[src/rtl/lsu_dcache_arbiter_if.sv]
// lsu_dcache_arbiter_if: L1 D-cache request/response port shared by the LSU load path and SQ drain.
interface lsu_dcache_arbiter_if #(parameter int XLEN = 64);
   logic            req_valid;
   logic            req_ready;
   logic            req_we;
   logic [XLEN-1:0] req_addr;
   logic [1:0]      req_size;
   logic [XLEN-1:0] req_wdata;
   logic            rsp_valid;
   logic [XLEN-1:0] rsp_rdata;
   modport master (output req_valid, req_we, req_addr, req_size, req_wdata,
                   input  req_ready, rsp_valid, rsp_rdata);
   modport slave  (input  req_valid, req_we, req_addr, req_size, req_wdata,
                   output req_ready, rsp_valid, rsp_rdata);
endinterface

[src/rtl/lsu_dcache_arbiter.sv]
// lsu_dcache_arbiter: one-outstanding arbiter of loads vs SQ drain onto the D-cache port.
// Define LSU_POSTED_STORE_EN to retire stores on the request handshake instead of the cache response.
module lsu_dcache_arbiter #(
   parameter int XLEN        = 64,
   parameter int TAG_W       = 6,
   parameter int SQ_CNT_W    = 4,
   parameter int SQ_HI_WATER = 6,
   parameter int STARVE_MAX  = 8
) (
   input  logic                clk,
   input  logic                rstn,
   input  logic                ld_valid_i,
   output logic                ld_ready_o,
   input  logic [XLEN-1:0]     ld_addr_i,
   input  logic [1:0]          ld_size_i,
   input  logic [TAG_W-1:0]    ld_tag_i,
   input  logic                st_valid_i,
   output logic                st_ready_o,
   input  logic [XLEN-1:0]     st_addr_i,
   input  logic [1:0]          st_size_i,
   input  logic [XLEN-1:0]     st_data_i,
   input  logic [SQ_CNT_W-1:0] sq_count_i,
   lsu_dcache_arbiter_if.master dc_if,
   output logic                ld_rsp_valid_o,
   output logic [XLEN-1:0]     ld_rsp_data_o,
   output logic [TAG_W-1:0]    ld_rsp_tag_o,
   output logic                st_done_o
);
   localparam int CNT_W = $clog2(STARVE_MAX + 1);
   typedef enum logic [1:0] {IDLE, REQ, RSP} state_e;
   state_e           state_q, state_d;
   logic [CNT_W-1:0] starve_q, starve_d;
   logic             we_q, we_d;
   logic [XLEN-1:0]  addr_q, addr_d, wdata_q, wdata_d;
   logic [1:0]       size_q, size_d;
   logic [TAG_W-1:0] tag_q, tag_d;
   logic             force_st, grant_ld, grant_st;
   // Stores jump the queue when the SQ is nearly full or loads have hogged the port too long.
   assign force_st   = st_valid_i && (sq_count_i >= SQ_CNT_W'(SQ_HI_WATER) ||
                                      starve_q == CNT_W'(STARVE_MAX));
   assign grant_st   = (state_q == IDLE) && (force_st || (st_valid_i && !ld_valid_i));
   assign grant_ld   = (state_q == IDLE) && !force_st && ld_valid_i;
   assign ld_ready_o = grant_ld;
   assign st_ready_o = grant_st;
   assign dc_if.req_valid = (state_q == REQ);
   assign dc_if.req_we    = we_q;
   assign dc_if.req_addr  = addr_q;
   assign dc_if.req_size  = size_q;
   assign dc_if.req_wdata = wdata_q;
   assign ld_rsp_data_o   = ld_rsp_valid_o ? dc_if.rsp_rdata : '0;
   assign ld_rsp_tag_o    = ld_rsp_valid_o ? tag_q : '0;
   always_comb begin
      state_d        = state_q;
      starve_d       = starve_q;
      we_d           = we_q;
      addr_d         = addr_q;
      size_d         = size_q;
      wdata_d        = wdata_q;
      tag_d          = tag_q;
      ld_rsp_valid_o = 1'b0;
      st_done_o      = 1'b0;
      case (state_q)
         IDLE: begin
            if (grant_ld || grant_st) begin
               state_d = REQ;
               we_d    = grant_st;
               addr_d  = grant_st ? st_addr_i : ld_addr_i;
               size_d  = grant_st ? st_size_i : ld_size_i;
               wdata_d = grant_st ? st_data_i : '0;
               tag_d   = grant_st ? '0 : ld_tag_i;
            end
            // With a store waiting, IDLE always grants someone, so only a load grant keeps counting.
            starve_d = !(grant_ld && st_valid_i) ? '0 :
                       (starve_q == CNT_W'(STARVE_MAX)) ? starve_q : starve_q + 1'b1;
         end
         REQ: begin
            if (dc_if.req_ready) begin
`ifdef LSU_POSTED_STORE_EN
               state_d   = we_q ? IDLE : RSP;
               st_done_o = we_q;
`else
               state_d   = RSP;
`endif
            end
         end
         RSP: begin
            if (dc_if.rsp_valid) begin
               state_d        = IDLE;
               ld_rsp_valid_o = !we_q;
               st_done_o      = we_q;
            end
         end
         default: state_d = IDLE;
      endcase
   end
   always_ff @(posedge clk or negedge rstn) begin
      if (!rstn) begin
         state_q  <= IDLE;
         starve_q <= '0;
         we_q     <= 1'b0;
         addr_q   <= '0;
         size_q   <= '0;
         wdata_q  <= '0;
         tag_q    <= '0;
      end else begin
         state_q  <= state_d;
         starve_q <= starve_d;
         we_q     <= we_d;
         addr_q   <= addr_d;
         size_q   <= size_d;
         wdata_q  <= wdata_d;
         tag_q    <= tag_d;
      end
   end
endmodule
[src/flat_wrapper.sv]
// flat-port wrapper written by rule: the top's interface ports become plain ports
module lsu_dcache_arbiter_flat 
#(
   parameter int XLEN        = 64,
   parameter int TAG_W       = 6,
   parameter int SQ_CNT_W    = 4,
   parameter int SQ_HI_WATER = 6,
   parameter int STARVE_MAX  = 8
)
  (clk, rstn, ld_valid_i, ld_ready_o, ld_addr_i, ld_size_i, ld_tag_i, st_valid_i, st_ready_o, st_addr_i, st_size_i, st_data_i, sq_count_i, ld_rsp_valid_o, ld_rsp_data_o, ld_rsp_tag_o, st_done_o, dc_if_req_valid, dc_if_req_we, dc_if_req_addr, dc_if_req_size, dc_if_req_wdata, dc_if_req_ready, dc_if_rsp_valid, dc_if_rsp_rdata);
  lsu_dcache_arbiter_if #(.XLEN(XLEN)) dc_if_i ();
  input  logic clk;
  input  logic rstn;
  input  logic ld_valid_i;
  output logic ld_ready_o;
  input  logic [XLEN-1:0] ld_addr_i;
  input  logic [1:0] ld_size_i;
  input  logic [TAG_W-1:0] ld_tag_i;
  input  logic st_valid_i;
  output logic st_ready_o;
  input  logic [XLEN-1:0] st_addr_i;
  input  logic [1:0] st_size_i;
  input  logic [XLEN-1:0] st_data_i;
  input  logic [SQ_CNT_W-1:0] sq_count_i;
  output logic ld_rsp_valid_o;
  output logic [XLEN-1:0] ld_rsp_data_o;
  output logic [TAG_W-1:0] ld_rsp_tag_o;
  output logic st_done_o;
  output wire logic [$bits(dc_if_i.req_valid)-1:0] dc_if_req_valid;
  output wire logic [$bits(dc_if_i.req_we)-1:0] dc_if_req_we;
  output wire logic [$bits(dc_if_i.req_addr)-1:0] dc_if_req_addr;
  output wire logic [$bits(dc_if_i.req_size)-1:0] dc_if_req_size;
  output wire logic [$bits(dc_if_i.req_wdata)-1:0] dc_if_req_wdata;
  input wire logic [$bits(dc_if_i.req_ready)-1:0] dc_if_req_ready;
  input wire logic [$bits(dc_if_i.rsp_valid)-1:0] dc_if_rsp_valid;
  input wire logic [$bits(dc_if_i.rsp_rdata)-1:0] dc_if_rsp_rdata;
  assign dc_if_req_valid = dc_if_i.req_valid;
  assign dc_if_req_we = dc_if_i.req_we;
  assign dc_if_req_addr = dc_if_i.req_addr;
  assign dc_if_req_size = dc_if_i.req_size;
  assign dc_if_req_wdata = dc_if_i.req_wdata;
  assign dc_if_i.req_ready = dc_if_req_ready;
  assign dc_if_i.rsp_valid = dc_if_rsp_valid;
  assign dc_if_i.rsp_rdata = dc_if_rsp_rdata;
  lsu_dcache_arbiter #(.XLEN(XLEN), .TAG_W(TAG_W), .SQ_CNT_W(SQ_CNT_W), .SQ_HI_WATER(SQ_HI_WATER), .STARVE_MAX(STARVE_MAX)) u_core (.clk(clk), .rstn(rstn), .ld_valid_i(ld_valid_i), .ld_ready_o(ld_ready_o), .ld_addr_i(ld_addr_i), .ld_size_i(ld_size_i), .ld_tag_i(ld_tag_i), .st_valid_i(st_valid_i), .st_ready_o(st_ready_o), .st_addr_i(st_addr_i), .st_size_i(st_size_i), .st_data_i(st_data_i), .sq_count_i(sq_count_i), .dc_if(dc_if_i), .ld_rsp_valid_o(ld_rsp_valid_o), .ld_rsp_data_o(ld_rsp_data_o), .ld_rsp_tag_o(ld_rsp_tag_o), .st_done_o(st_done_o));
endmodule
[config.mk]
export PLATFORM = sky130hd
export DESIGN_NAME = lsu_dcache_arbiter_flat
export DESIGN_NICKNAME = d
export VERILOG_FILES = /design/src/rtl/lsu_dcache_arbiter_if.sv /design/src/rtl/lsu_dcache_arbiter.sv /design/src/flat_wrapper.sv
export SDC_FILE = /design/constraint.sdc
export NUM_CORES = 1
export LEC_CHECK = 0
export CAP_MARGIN = 30
export CORE_AREA = 8 8 183 185
export DETAILED_ROUTE_END_ITERATION = 10
export DIE_AREA = 0 0 191 193
export GPL_ROUTABILITY_DRIVEN = 0
export PLACE_DENSITY_LB_ADDON = 0.1
export SKIP_LAST_GASP = 1
export SYNTH_ARGS = -nofsm -noshare
export SYNTH_HDL_FRONTEND = slang
export SYNTH_SLANG_ARGS = --single-unit
[constraint.sdc]
create_clock -name clk -period 2.51 [get_ports clk]
set_clock_uncertainty 0.1 [all_clocks]
set_input_delay 0.3765 -clock clk [delete_from_list [all_inputs] [get_ports clk]]
set_output_delay 0.3765 -clock clk [all_outputs]
set_load 0.02 [all_outputs]
==> load_flow_metrics.sql <==
INSERT INTO impl_metrics (metric_group, metric, value, unit) VALUES
('grt', 'grt_first_pass_wirelength', '46500', 'microns'),
('yosys', 'syn-instance-count', '659', ''),
('yosys', 'mappedNetlistArea', '6390', 'sq um'),
('placed_design', 'number_of_i_o_port_buffers', '480', ''),
('finish', 'most-common-layout-cells', '406 x sky130_fd_sc_hd__clkdlybuf4s50_1, 205 x sky130_fd_sc_hd__nand3_1, 143 x sky130_fd_sc_hd__dfrtp_1', ''),
('setup_path', 'timing.critical_path.required', '2030', 'ps'),
('timing', 'setup-violations-final', '0', ''),
('yosys', 'synth_top_cell_area_share', '56.0', '%'),
('setup_path', 'path_delay_family', 'simple AND/OR/NAND/NOR gates', ''),
('floorplan', 'floorplan.initialDensity', '20.7', '%'),
('timing', 'report.final.slew_viol_count', '0', ''),
('floorplan', 'placeableCoreArea', '30800', 'sq um'),
('routing', 'wire_per_inst', '21.2', 'microns'),
('floorplan', 'chipHeight', '193', 'microns'),
('grt', 'globalRouteTotalUtil', '16.9', '%'),
('setup_path', 'criticalPathCategory', 'flip-flop to output pin', ''),
('setup_path', 'r2r_setup_slack', '460', 'ps'),
('timing', 'fin_crit_sh', '97.3', '%'),
('setup_path', 'crit_path_start', 'u_core.state_q[0]', ''),
('yosys', 'synth-seq-area-share', '56.0', '%'),
('run', 'maxCapViolations', '0', ''),
('setup_path', 'crit-reg2reg-capture', 'u_core.dc_if.req_addr[34]', ''),
('pwr', 'ir_drop', '0.578', 'mV'),
('finish', 'fin_nets', '1406', ''),
('finish', 'final-instance-count-excl-fill', '1545', ''),
('finish', 'drive_gt1_share', '9.64', '%'),
('setup_path', 'reg2regPathDepth', '8', ''),
('worst_hold_path', 'min-delay-path-class', 'flip-flop to flip-flop', ''),
('yosys', 'synthSimpleGateAreaFrac', '29.0', '%'),
('routing', 'wl', '32700', 'microns'),
('pwr', 'power_per_cell_area', '1100', 'nW/um^2'),
('placed_design', 'numPlacedInstances', '1502', ''),
('yosys', 'yosys-top-cells-area', 'sky130_fd_sc_hd__dfrtp_1 56%, sky130_fd_sc_hd__nand3_1 16%, sky130_fd_sc_hd__a22o_1 8.9%, sky130_fd_sc_hd__and2_1 6.9%, sky130_fd_sc_hd__nand2_1 4.9%', ''),
('setup_path', 'critPathCaptureType', 'output pin', ''),
('placed_design', 'post-dp-hpwl', '24400', 'microns'),
('yosys', 'cell_taking_the_most_area_after_synthesis', 'sky130_fd_sc_hd__dfrtp_1', ''),
('setup_path', 'critical_path.reg2reg.startpoint', 'u_core.starve_q[0]', ''),
('grt', 'grt_start_max_net_pins', '82', ''),
('yosys', 'syn_avg_cell_area', '9.70', 'sq um'),
('finish', 'nFillCells', '3051', ''),
('yosys', 'synth.mux.area_fraction', '0', '%'),
('yosys', 'synth_top_family_by_area', 'simple AND/OR/NAND/NOR gates', ''),
('pwr', 'power.total', '13.6', 'mW'),
('floorplan', 'design.die.area', '36900', 'sq um'),
('yosys', 'synth_fp_nets', '937', ''),
('finish', 'mostFrequentLayoutCell', 'sky130_fd_sc_hd__clkdlybuf4s50_1', ''),
('routing', 'route.vias.total', '6788', ''),
('floorplan', 'boundaryPins', '482', ''),
('setup_path', 'crit_slowest_cell', 'sky130_fd_sc_hd__dfrtp_1', ''),
('timing', 'max-slew-margin-rel', '64.8', '%'),
('timing', 'finalHoldViolations', '0', ''),
('timing', 'postLayoutSetupSlackWorst', '68.4', 'ps'),
('grt', 'grt_pass1_vias', '7118', ''),
('setup_path', 'critical_path.max_fanout', '8', ''),
('yosys', 'fraction_of_synthesized_cell_area_in_xor_and_xnor_cells', '0', '%'),
('finish', 'final_area', '12400', 'sq um'),
('floorplan', 'num_rows', '65', ''),
('yosys', 'count_of_unique_library_cells_instantiated_by_yosys', '26', ''),
('placed_design', 'placed_area', '11700', 'sq um'),
('setup_path', 'worstPathBufferInverterCount', '2', ''),
('floorplan', 'die_x', '191', 'microns'),
('timing', 'tightest_slew', '528', 'ps'),
('setup_path', 'crit_path_to', 'ld_rsp_data_o[7]', ''),
('clock_tree', 'clk_path_buf_depth', '2', ''),
('setup_path', 'worstSetupPathDepth', '6', ''),
('status', 'run_status', 'finished, final reports clean', ''),
('setup_path', 'timing.critical_path.slowest_cell_delay', '430', 'ps'),
('clock_tree', 'clk_pin_slew_worst_paths', '60', 'ps'),
('yosys', 'synth-compound-area-share', '9.93', '%'),
('clock_tree', 'tritoncts_num_sinks', '143', ''),
('routing', 'drt-initial-drc-count', '260', '');
-- registers in the layout (all words and copies together), names as in the netlist --
register	cells
u_core.dc_if.req_wdata	64
u_core.dc_if.req_we	1
u_core.state_q	2
u_core.dc_if.req_addr	64
u_core.dc_if.req_size	2
u_core.tag_q	6
u_core.starve_q	4
-- power by group --
group / internal, mW / leakage, nW / switching [mW]
combinational: 3.14 / 3.74 / 3.80
sequential: 3.29 / 1.81 / 0.545
clock: 1.75 / 0.317 / 1.09
-- layer usage --
layer	GRT usage, %	wire (microns)	part of all wire (%)	up-vias
met4	4.39	512	1.6	6
met2	29.8	16800	52	295
li1	-	-	-	3245
met5	0	32	0.098	-
met1	18.2	12100	37	3214
met3	7.46	3190	9.7	28
-- cell families (layout without fill, tap and decap cells) --
| group | Yosys count | in the layout |
|---|---|---|
| compound gates | 76 | 76 |
| other cells | 0 | 2 |
| fa+ha+maj | 2 | 2 |
| flops | 143 | 143 |
| simple gates | 373 | 373 |
| buf+inv | 65 | 547 |
-- synthesized netlist by cell type --
library cell                  n
sky130_fd_sc_hd__inv_2        1
sky130_fd_sc_hd__o2bb2ai_1    1
sky130_fd_sc_hd__or3_1        1
sky130_fd_sc_hd__or2_1        1
sky130_fd_sc_hd__nor2_1       5
sky130_fd_sc_hd__nor3_1       1
sky130_fd_sc_hd__nand3b_1     2
sky130_fd_sc_hd__dfrtp_1    143
sky130_fd_sc_hd__and2_1      70
sky130_fd_sc_hd__inv_1        5
sky130_fd_sc_hd__nand3_1    205
sky130_fd_sc_hd__o22ai_1      1
sky130_fd_sc_hd__nand2_1     84
sky130_fd_sc_hd__ha_1         2
sky130_fd_sc_hd__a311o_1      1
sky130_fd_sc_hd__and3_1       1
sky130_fd_sc_hd__clkbuf_1    29
sky130_fd_sc_hd__buf_4       10
sky130_fd_sc_hd__buf_1        7
sky130_fd_sc_hd__nand2b_1     1
sky130_fd_sc_hd__nand4_1      1
sky130_fd_sc_hd__a21oi_1      3
sky130_fd_sc_hd__a22o_1      65
sky130_fd_sc_hd__nor2b_1      1
sky130_fd_sc_hd__buf_2       13
sky130_fd_sc_hd__o21ai_0      5
-- tightest hold or removal path: cells and delay by family, from the launching register on --
| family | cells | cell delay, ps |
|---|---|---|
| flops | 1 | 340 |
| simple gates | 2 | 100 |
-- layout make-up --
| type | instances | area, sq um | area share, % |
|---|---|---|---|
| diodes | 2 | 5.00 | 0.0404 |
| clock buffers | 20 | 467 | 3.77 |
| clock inverters | 12 | 181 | 1.47 |
| inverters | 6 | 27.5 | 0.222 |
| multi-input cells | 451 | 2550 | 20.6 |
| flip-flops and latches | 143 | 3580 | 28.9 |
| well taps | 402 | 503 | 4.06 |
| repair buffers | 509 | 5070 | 41.0 |
-- worst min-delay path by stage --
stage                     from                         to  cells past startpoint
6_report       u_core.tag_q[4]            u_core.tag_q[4]                      2
5_1_grt            ld_tag_i[0]            u_core.tag_q[0]                      3
4_1_cts            ld_tag_i[2]            u_core.tag_q[2]                      3
3_5_place_dp              rstn  u_core.dc_if.req_addr[21]                      1
3_3_place_gp              rstn  u_core.dc_if.req_addr[25]                      1
2_1_floorplan             rstn   u_core.dc_if.req_addr[0]                      0
-- per-stage QoR --
| step | TNS [ps] | util, % | hold slack, ps |
|---|---|---|---|
| after CTS | -7110 | 40.2 | 363 |
| after global placement | -3740 | 38.1 | 284 |
| after floorplan | 0 | - | -19.1 |
| after detailed placement | -3540 | 38.1 | 280 |
| final | 0 | 40.2 | 361 |
| after global routing | -1010 | 40.2 | 368 |
-- repair_timing --
item                                   in CTS  in global routing
buffers inserted                            0                  5
pin swaps                                   1                  1
setup endpoints to repair                  70                 72
cloned                                      0                  3
endpoints found under the hold margin      46                  0
gates resized for setup                    62                101
hold buffers                                1                  0
No activity file was read; power rests on OpenSTA's default activity.
